File: src/rtl/mac_accumulator_if.sv
// ---------------------------------------------------------------------------
// | mac_accumulator_if                                                       |
// | Term handshake and result bus between a producer and mac_accumulator.    |
// | Revision: 1.0                                                            |
// ---------------------------------------------------------------------------
`default_nettype none

interface mac_accumulator_if #(
  parameter int ACC_W = 20,
  parameter int CNT_W = 5
);
  logic [15:0]      product;
  logic             valid;
  logic             last;
  logic             clear;
  logic             ack;
  logic             ready;
  logic [ACC_W-1:0] accum;
  logic [CNT_W-1:0] count;
  logic             done;
  logic             overflow;

  modport master (
    output product, valid, last, clear, ack,
    input  ready, accum, count, done, overflow
  );

  modport slave (
    input  product, valid, last, clear, ack,
    output ready, accum, count, done, overflow
  );
endinterface

`default_nettype wire

File: src/rtl/mac_accumulator.sv
// ---------------------------------------------------------------------------
// | mac_accumulator                                                          |
// | Saturating multiply-accumulate sum of 16-bit products, closed on last    |
// | or at MAX_TERMS and held until acknowledged.                             |
// | Revision: 1.0                                                            |
// ---------------------------------------------------------------------------
`default_nettype none

module mac_accumulator #(
  parameter int ACC_W     = 20,
  parameter int MAX_TERMS = 16,
  parameter int CNT_W     = 5
) (
  input  wire logic           clk,
  input  wire logic           rst,
  mac_accumulator_if.slave    bus
);

  localparam logic [1:0] c_IDLE  = 2'd0;
  localparam logic [1:0] c_ACCUM = 2'd1;
  localparam logic [1:0] c_DONE  = 2'd2;

  localparam logic [CNT_W-1:0] c_MAX_CNT = CNT_W'(MAX_TERMS);
  localparam logic [ACC_W-1:0] c_ACC_MAX = {ACC_W{1'b1}};

  logic [1:0]       r_state;
  logic [ACC_W-1:0] r_accum;
  logic [CNT_W-1:0] r_count;
  logic             r_overflow;

  logic             w_accept;
  logic [ACC_W-1:0] w_base;
  logic [ACC_W:0]   w_sum;
  logic             w_sat;
  logic [CNT_W-1:0] w_next_count;
  logic             w_close;

  assign w_accept     = bus.valid && (r_state != c_DONE);
  assign w_base       = (r_state == c_IDLE) ? '0 : r_accum;
  // One guard bit above the accumulator exposes the carry used for saturation.
  assign w_sum        = {1'b0, w_base} + {{(ACC_W - 15){1'b0}}, bus.product};
  assign w_sat        = w_sum[ACC_W];
  assign w_next_count = (r_state == c_IDLE) ? CNT_W'(1) : r_count + CNT_W'(1);
  assign w_close      = bus.last || (w_next_count == c_MAX_CNT);

  always_ff @(posedge clk or posedge rst) begin
    if (rst) begin
      r_state    <= c_IDLE;
      r_accum    <= '0;
      r_count    <= '0;
      r_overflow <= 1'b0;
    end else if (bus.clear) begin
      r_state    <= c_IDLE;
      r_accum    <= '0;
      r_count    <= '0;
      r_overflow <= 1'b0;
    end else begin
      case (r_state)
        c_IDLE, c_ACCUM: begin
          if (w_accept) begin
            r_accum    <= w_sat ? c_ACC_MAX : w_sum[ACC_W-1:0];
            r_count    <= w_next_count;
            r_overflow <= (r_state == c_ACCUM) ? (r_overflow | w_sat) : w_sat;
            r_state    <= w_close ? c_DONE : c_ACCUM;
          end
        end
        c_DONE: begin
          if (bus.ack) begin
            r_state    <= c_IDLE;
            r_accum    <= '0;
            r_count    <= '0;
            r_overflow <= 1'b0;
          end
        end
        default: begin
          r_state    <= c_IDLE;
          r_accum    <= '0;
          r_count    <= '0;
          r_overflow <= 1'b0;
        end
      endcase
    end
  end

  assign bus.ready    = (r_state != c_DONE);
  assign bus.done     = (r_state == c_DONE);
  assign bus.accum    = r_accum;
  assign bus.count    = r_count;
  assign bus.overflow = r_overflow;

endmodule

`default_nettype wire

File: src/flat_wrapper.sv
// flat-port wrapper written by rule: the top's interface ports become plain ports
module mac_accumulator_flat 
#(
  parameter int ACC_W     = 20,
  parameter int MAX_TERMS = 16,
  parameter int CNT_W     = 5
)
  (clk, rst, bus_product, bus_valid, bus_last, bus_clear, bus_ack, bus_ready, bus_accum, bus_count, bus_done, bus_overflow);
  mac_accumulator_if #(.ACC_W(ACC_W), .CNT_W(CNT_W)) bus_i ();
  input  wire logic clk;
  input  wire logic rst;
  input wire logic [$bits(bus_i.product)-1:0] bus_product;
  input wire logic [$bits(bus_i.valid)-1:0] bus_valid;
  input wire logic [$bits(bus_i.last)-1:0] bus_last;
  input wire logic [$bits(bus_i.clear)-1:0] bus_clear;
  input wire logic [$bits(bus_i.ack)-1:0] bus_ack;
  output wire logic [$bits(bus_i.ready)-1:0] bus_ready;
  output wire logic [$bits(bus_i.accum)-1:0] bus_accum;
  output wire logic [$bits(bus_i.count)-1:0] bus_count;
  output wire logic [$bits(bus_i.done)-1:0] bus_done;
  output wire logic [$bits(bus_i.overflow)-1:0] bus_overflow;
  assign bus_i.product = bus_product;
  assign bus_i.valid = bus_valid;
  assign bus_i.last = bus_last;
  assign bus_i.clear = bus_clear;
  assign bus_i.ack = bus_ack;
  assign bus_ready = bus_i.ready;
  assign bus_accum = bus_i.accum;
  assign bus_count = bus_i.count;
  assign bus_done = bus_i.done;
  assign bus_overflow = bus_i.overflow;
  mac_accumulator #(.ACC_W(ACC_W), .MAX_TERMS(MAX_TERMS), .CNT_W(CNT_W)) u_core (.clk(clk), .rst(rst), .bus(bus_i));
endmodule
File: config.mk
export PLATFORM = sky130hd
export DESIGN_NAME = mac_accumulator_flat
export DESIGN_NICKNAME = d
export VERILOG_FILES = /design/src/rtl/mac_accumulator_if.sv /design/src/rtl/mac_accumulator.sv /design/src/flat_wrapper.sv
export SDC_FILE = /design/constraint.sdc
export NUM_CORES = 1
export LEC_CHECK = 0
export CAP_MARGIN = 5
export CORE_MARGIN = 3
export CORE_UTILIZATION = 32
export DETAILED_ROUTE_END_ITERATION = 12
export DONT_BUFFER_PORTS = 1
export PLACE_DENSITY_LB_ADDON = 0.3
export RECOVER_POWER = 100
export SYNTH_ARGS = -nofsm -noshare
export SYNTH_HDL_FRONTEND = slang
export SYNTH_SLANG_ARGS = --single-unit
File: constraint.sdc
create_clock -name clk -period 4.93 [get_ports clk]
set_input_delay 1.479 -clock clk [delete_from_list [all_inputs] [get_ports clk]]
set_output_delay 1.479 -clock clk [all_outputs]
set_load 0.02 [all_outputs]
==> results of run 1 <==
state kept, by name, summed over array words and instances, names as in the netlist:
| signal | count |
|---|---|
| u_core.bus.accum | 20 |
| u_core.bus.count | 5 |
| u_core.r_state | 2 |
| u_core.bus.overflow | 1 |
cell families (layout without fill, tap and decap cells):
logic type,count (synthesis),count (layout),share of synthesized area
AOI/OAI and AO/OA,85,85,0.245
xor gates and xnor gates,13,13,0.0518
adders and majority gates,18,18,0.106
buffers and inverters,14,15,0.0256
DFF,28,28,0.319
muxes,2,2,0.00911
and+or+nand+nor,110,110,0.244
power breakdown:
| group | total (mW) | switching, mW | internal (mW) | leakage (nW) |
|---|---|---|---|---|
| Combinational | 0.102 | 0.0631 | 0.0387 | 0.626 |
| Clock | 0.151 | 0.0798 | 0.0717 | 0.0288 |
| Sequential | 0.268 | 0.0265 | 0.241 | 0.380 |
critical path, delay by kind of cell:
family	cells	cell delay [ps]
adder cells (fa/ha/maj)	2	430
AO/OA/AOI/OAI	4	1400
AND/OR/NAND/NOR	2	600
path summary, 6_finish.rpt:
path | start | to | slack, ps | cells after the start
worst max-delay path | bus_product[0] | u_core.bus.accum[10] | 1230 | 8
worst min-delay path | u_core.bus.accum[3] | u_core.bus.accum[3] | 640 | 2
worst max register to register | u_core.r_state[1] | u_core.bus.accum[10] | 1430 | 11
worst min register to register | u_core.bus.accum[3] | u_core.bus.accum[3] | 640 | 2
max in group asynchronous | rst | u_core.bus.accum[8] | 2390 | 2
min in group asynchronous | rst | u_core.r_state[1] | 1620 | 2
layout make-up:
type | instances | area (um^2)
clock buffers | 4 | 55.1
inverters | 7 | 26.3
flip-flops and latches | 28 | 701
multi-input cells | 228 | 1430
well taps | 77 | 96.3
fillers | 689 | 4160
repair buffers | 4 | 22.5
cells in the final DEF, fill, tap and decap left out, types with 2 or more instances in the layout:
| master | n |
|---|---|
| mux2i_1 | 2 |
| or4_1 | 2 |
| o31ai_1 | 3 |
| clkbuf_8 | 4 |
| o211ai_1 | 7 |
| a311oi_1 | 2 |
| o21a_1 | 3 |
| o21ai_0 | 29 |
| a211oi_1 | 5 |
| a21oi_1 | 18 |
| and2_1 | 2 |
| a31oi_1 | 2 |
| xor2_1 | 4 |
| and3_1 | 2 |
| inv_1 | 7 |
| nor3_1 | 4 |
| a21o_1 | 3 |
| xnor2_1 | 9 |
| nor2_1 | 22 |
| o32ai_1 | 2 |
| dfrtp_1 | 28 |
| nand3_1 | 8 |
| nand2_1 | 40 |
| a22o_1 | 2 |
| ha_1 | 17 |
| clkbuf_1 | 2 |
| o21bai_1 | 2 |
| nor2b_1 | 17 |
| nand4_1 | 7 |
| buf_4 | 2 |
routing by layer:
metal  up-vias  track usage  wire, um
li1        989            -         -
met1       926        0.198      2710
met2        46        0.232      2590
met3         6       0.0493       412
met4         0       0.0343        74
met5         -            0         0
per-stage QoR:
stage / instance area [um^2] / util
2_1_floorplan: 2200 / -
3_3_place_gp: 2290 / 0.353
3_5_place_dp: 2290 / 0.353
4_1_cts: 2350 / 0.362
5_1_grt: 2330 / 0.359
6_report: 2330 / 0.359
==> impl_results.md, run 1 <==
* Vias in the first global route at 1,904
* Overall Power at 0.521 mW
* Initial Util at 0.338
* Total Routing Usage GR at 0.148
* Clk pin slew, worst setup/hold paths at 110 ps
* # diodes at 0
* Final Max Slew Viols at 29
* Failing checks: capacitance limit, slew limit
* Layout area overhead at 6.20%
* Seq/Total Area, Yosys at 0.319
* Power Density at 223 nW/um^2
* Most numerous cell in the Yosys netlist: nand2_1
* Worst hold path class: reg2reg
* Avg WL per Cell at 16.6 um
* CP max stage delay at 760 ps
* Clock skew at 12.0 ps
* Final WS setup at 1230 ps
* Root Buffer Master: clkbuf_8
* Slowest CP cell: a21oi_1
* Yosys reg bits at 28
* Via count at 1,967
* Port bufs at 0
* Mean Syn Cell Area at 8.14 um^2
* Via density at 5.65
* Synth top cells by count: nand2_1, o21ai_0, dfrtp_1
* Worst EP required at 5130 ps
* Crit path max fanout at 12
* First-pass detailed-route iteration total at 4
* Maximum VDD drop at 0.0953 mV
* Post-Syn Instances at 270
* CTS H-tree depth at 1
* Yosys warnings at 0
* Achievable Freq at 270 MHz
* Num rows at 29
* Worst-Skew Late Latency at 280 ps
* Status: complete, but fails checks
* Critical-path cell list: ha_1, fa_1, a211oi_1, o211ai_1, nand4b_1, a21oi_1, nand2_1, o211ai_1
* Remaining antenna violation count at 0
* Setup slack at placement at 1010 ps
* Syn_nets at 310
* Largest net degree at the start of global routing at 29
* First-pass GRT wire length at 9270 um
* Crit start category: input pin
* Setup bufs post-CTS at 0
* Number of synthesized flops with an enable pin at 0
* PostCTS Resize Cnt at 0
* Post-synth top flop: dfrtp_1
* Final setup violation count at 0
* Max-cap viol count at 1
* WS Path Type: in2reg
* Yosys cell types at 44
* Synth area leaders: dfrtp_1, ha_1, nand2_1
* Netlist area before placement at 2200 um^2
* Crit path top cell by count: o211ai_1
* DRT Wirelength at 5780 um
* Leakage at 1.03 nW
* Unrepaired setup endpoints after global routing: false
* Final setup TNS at 0 ps
* Worst hold slack at 635 ps
* Clock Path Buffers at 2
* Initial antenna violation count at 0
* Post-synth top area cell: dfrtp_1
* # hold bufs at CTS at 0
* Worst endpoint data arrival time at 3910 ps
* Slew @ Worst Pin at 1580 ps
* Post-synth ARST share at 1.00
* Placed cells at 344
* Dpl hpwl at 4280 um
* Yosys top cell area share at 0.319
* Period utilisation layout at 0.751
* Fin cells at 348
* Fin. Hold Viols at 0
* Die span in x at 88.9 um
* Layout cell share with drive strength beyond 1 at 0.0295
* Die Height at 88.9 um
* DR iter-0 viols at 110
* TritonCTS buffer count at 3
* Slew headroom at -0.0526
* Die ar. at 7900 um^2
* Clock tree from TritonCTS: done
* Core area at 6490 um^2
* Placer Congestion at 0.818
* GRT overflow at 0
* Crit path time final at 3700 ps
* Ports at 50
* Drc violations at 0
* Final #Nets at 312
* CTS Sinks at 28
* CP endpoint kind: flip-flop
(Power assumes the default switching activity.)
==> run 2, diff against run 1 <==
clock period = 3.22 ns   (was 4.93 ns; I/O delays follow)
==> run 2 against run 1 <==
Against the previous run:
- the run still ends with capacitance limit, slew limit left
- utilization is 0.85 points higher
- clock-buffer cell count decreased by 1
- cell area increased by 2.4%
- clock power rose by 88%
- via count increased by 1.1%
- clock skew down 3.9 ps
- setup slack got worse by 950 ps
- sequential share of layout area down 0.69 points
- non-clock buffer count is 4 higher
- sequential power up 52%
- critical path type is now reg2reg
- critical endpoint is now u_core.bus.accum[8]
- largest power group unchanged
==> impl_results.md, run 2 (synthesis results as in run 1) <==
* Achievable Freq at 340 MHz
* Via count at 1,988 (+1.1%)
* Worst hold path class: reg2reg
* Worst-Skew Late Latency at 280 ps (about the same)
* First-pass GRT wire length at 9570 um (+3.2%)
* Leakage at 1.07 nW (+3.0%)
* CTS H-tree depth at 1 (unchanged)
* Period utilisation layout at 0.914
* Core area at 6490 um^2 (unchanged)
* Root Buffer Master: clkbuf_8
* Drc violations at 0 (unchanged)
* Clock Path Buffers at 2 (unchanged)
* Most frequent cells in the layout: nand2_1, o21ai_0, dfrtp_1
* Clock tree from TritonCTS: done
* Max reg flops at 20 (unchanged)
* Critical-path cell list: nor2_1, buf_12, nor2b_1, ha_1, fa_1, a211oi_1, o211ai_1, nand4b_1, a21oi_1, clkbuf_2, o21ai_0, nand2_1
* Final setup TNS at 0 ps (unchanged)
* Overall Power at 0.857 mW (+65%)
* Die Height at 88.9 um (unchanged)
* Layout cell share with drive strength beyond 1 at 0.0436 (+0.0141)
* Total Routing Usage GR at 0.155 (+0.00628)
* Slew headroom at -0.0502 (+0.00238)
* Max-cap viol count at 1 (unchanged)
* Largest net degree at the start of global routing at 29 (unchanged)
* Crit start category: flip-flop
* Die span in x at 88.9 um (unchanged)
* Die ar. at 7900 um^2 (unchanged)
* Avg WL per Cell at 16.8 um (+1.2%)
* Final #Nets at 316 (+1.3%)
* Via density at 5.65 (about the same)
* Remaining antenna violation count at 0 (unchanged)
* Clock skew at 8.17 ps (-3.86 ps)
* First-pass detailed-route iteration total at 4 (unchanged)
* Initial Util at 0.338 (unchanged)
* Worst EP required at 3390 ps (-1740 ps)
* DRT Wirelength at 5920 um (+2.4%)
* Initial antenna violation count at 0 (unchanged)
* Crit path max fanout at 17 (+5)
* Failing checks: capacitance limit, slew limit
* CP max stage delay at 430 ps (-330 ps)
* DP Area at 2340 um^2 (+1.9%)
* Ports at 50 (unchanged)
* CP delay by family, top: compound AO/OA/AOI/OAI gates
* Slowest CP cell: fa_1
* Fin. Hold Viols at 0 (unchanged)
* Worst hold slack at 611 ps (-24.0 ps)
* Port bufs at 0 (unchanged)
* CP endpoint kind: flip-flop
* Status: complete, but fails checks
* PostCTS Resize Cnt at 0 (unchanged)
* Placer Congestion at 0.832 (+1.7%)
* Crit path time final at 2940 ps
* Clk pin slew, worst setup/hold paths at 110 ps (about the same)
* Worst Path Buf+Inv at 2 (+2)
* Layout area overhead at 8.71%
* # hold bufs at CTS at 0 (unchanged)
* Worst endpoint data arrival time at 3110 ps (-800 ps)
* Final Max Slew Viols at 29 (unchanged)
* Slew @ Worst Pin at 1580 ps (-3.57 ps)
* CTS Sinks at 28 (unchanged)
* Final setup violation count at 0 (unchanged)
* Num rows at 29 (unchanged)
* WS Path Type: reg2reg
* Power Density at 359 nW/um^2 (+61%)
* Most common cell after layout, fill and taps aside: nand2_1
* Maximum VDD drop at 0.153 mV (+61%)
* # diodes at 0 (unchanged)
* DR iter-0 viols at 95 (-14%)
* Final std cell area, no fill at 2390 um^2 (+2.4%)
* Setup bufs post-CTS at 0 (unchanged)
* # fillers at 669 (-2.9%)
* Dpl hpwl at 4390 um (+2.6%)
* Unrepaired setup endpoints after global routing: false
* TritonCTS buffer count at 3 (unchanged)
* GRT overflow at 0 (unchanged)
* Vias in the first global route at 1,973 (+3.6%)
## run 2: cell count changes in the layout (fill, tap and decap cells not counted), sizes merged
cell / before / now
clkbuf: 6 / 7
bufinv: 0 / 1
buf: 2 / 4
## run 2: metrics by stage
| step | util | cells | setup slack [ps] |
|---|---|---|---|
| 3_3_place_gp | 0.360 | 348 | 258 |
| 3_5_place_dp | 0.360 | 348 | 192 |
| 4_1_cts | 0.371 | 352 | 352 |
| 6_report | 0.368 | 352 | 276 |
| 5_1_grt | 0.368 | 352 | 77.4 |
| 2_1_floorplan | - | 270 | 204 |
## run 2: worst register-to-register path: stages (launching register included)
cell,delay (ps)
dfrtp_1,390
nor2_1,190
buf_12,190
nor2b_1,60
ha_1,230
fa_1,430
a211oi_1,320
o211ai_1,220
nand4b_1,180
a21oi_1,110
clkbuf_2,240
o21ai_0,210
nand2_1,80
## run 2: path summary, 6_finish.rpt
| kind | start | endpoint | slack, ps | cells past startpoint |
|---|---|---|---|---|
| worst max register to register | u_core.r_state[1] | u_core.bus.accum[8] | 280 | 12 |
| min in group asynchronous | rst | u_core.bus.count[1] | 1100 | 2 |
| worst min-delay path | u_core.r_state[1] | u_core.r_state[0] | 610 | 2 |
| worst max-delay path | u_core.r_state[1] | u_core.bus.accum[8] | 280 | 12 |
| worst min register to register | u_core.r_state[1] | u_core.r_state[0] | 610 | 2 |
| max in group asynchronous | rst | u_core.bus.accum[13] | 1200 | 2 |
## run 2: routing by layer
| layer | share of wire | global-route usage | wire, um | vias to the layer above |
|---|---|---|---|---|
| li1 | - | - | - | 993 |
| met1 | 0.46 | 0.196 | 2720 | 948 |
| met2 | 0.47 | 0.265 | 2750 | 45 |
| met3 | 0.070 | 0.0456 | 417 | 2 |
| met4 | 0.0041 | 0.0247 | 24 | 0 |
| met5 | 0 | 0 | 0 | - |
## run 2: layout make-up
class                   count  area (um^2)  area share
inverters                   7         26.3      0.0110
clock inverters             1         30.0      0.0126
flip-flops and latches     28          701       0.293
multi-input cells         228         1440       0.601
clock buffers               3         41.3      0.0173
repair buffers              8         58.8      0.0246
well taps                  77         96.3      0.0403
## run 2: power by group
| group | total, mW | internal [mW] | switching [mW] |
|---|---|---|---|
| Clock | 0.284 | 0.166 | 0.118 |
| Combinational | 0.166 | 0.0642 | 0.101 |
| Sequential | 0.408 | 0.369 | 0.0385 |
| Total | 0.857 | 0.600 | 0.258 |
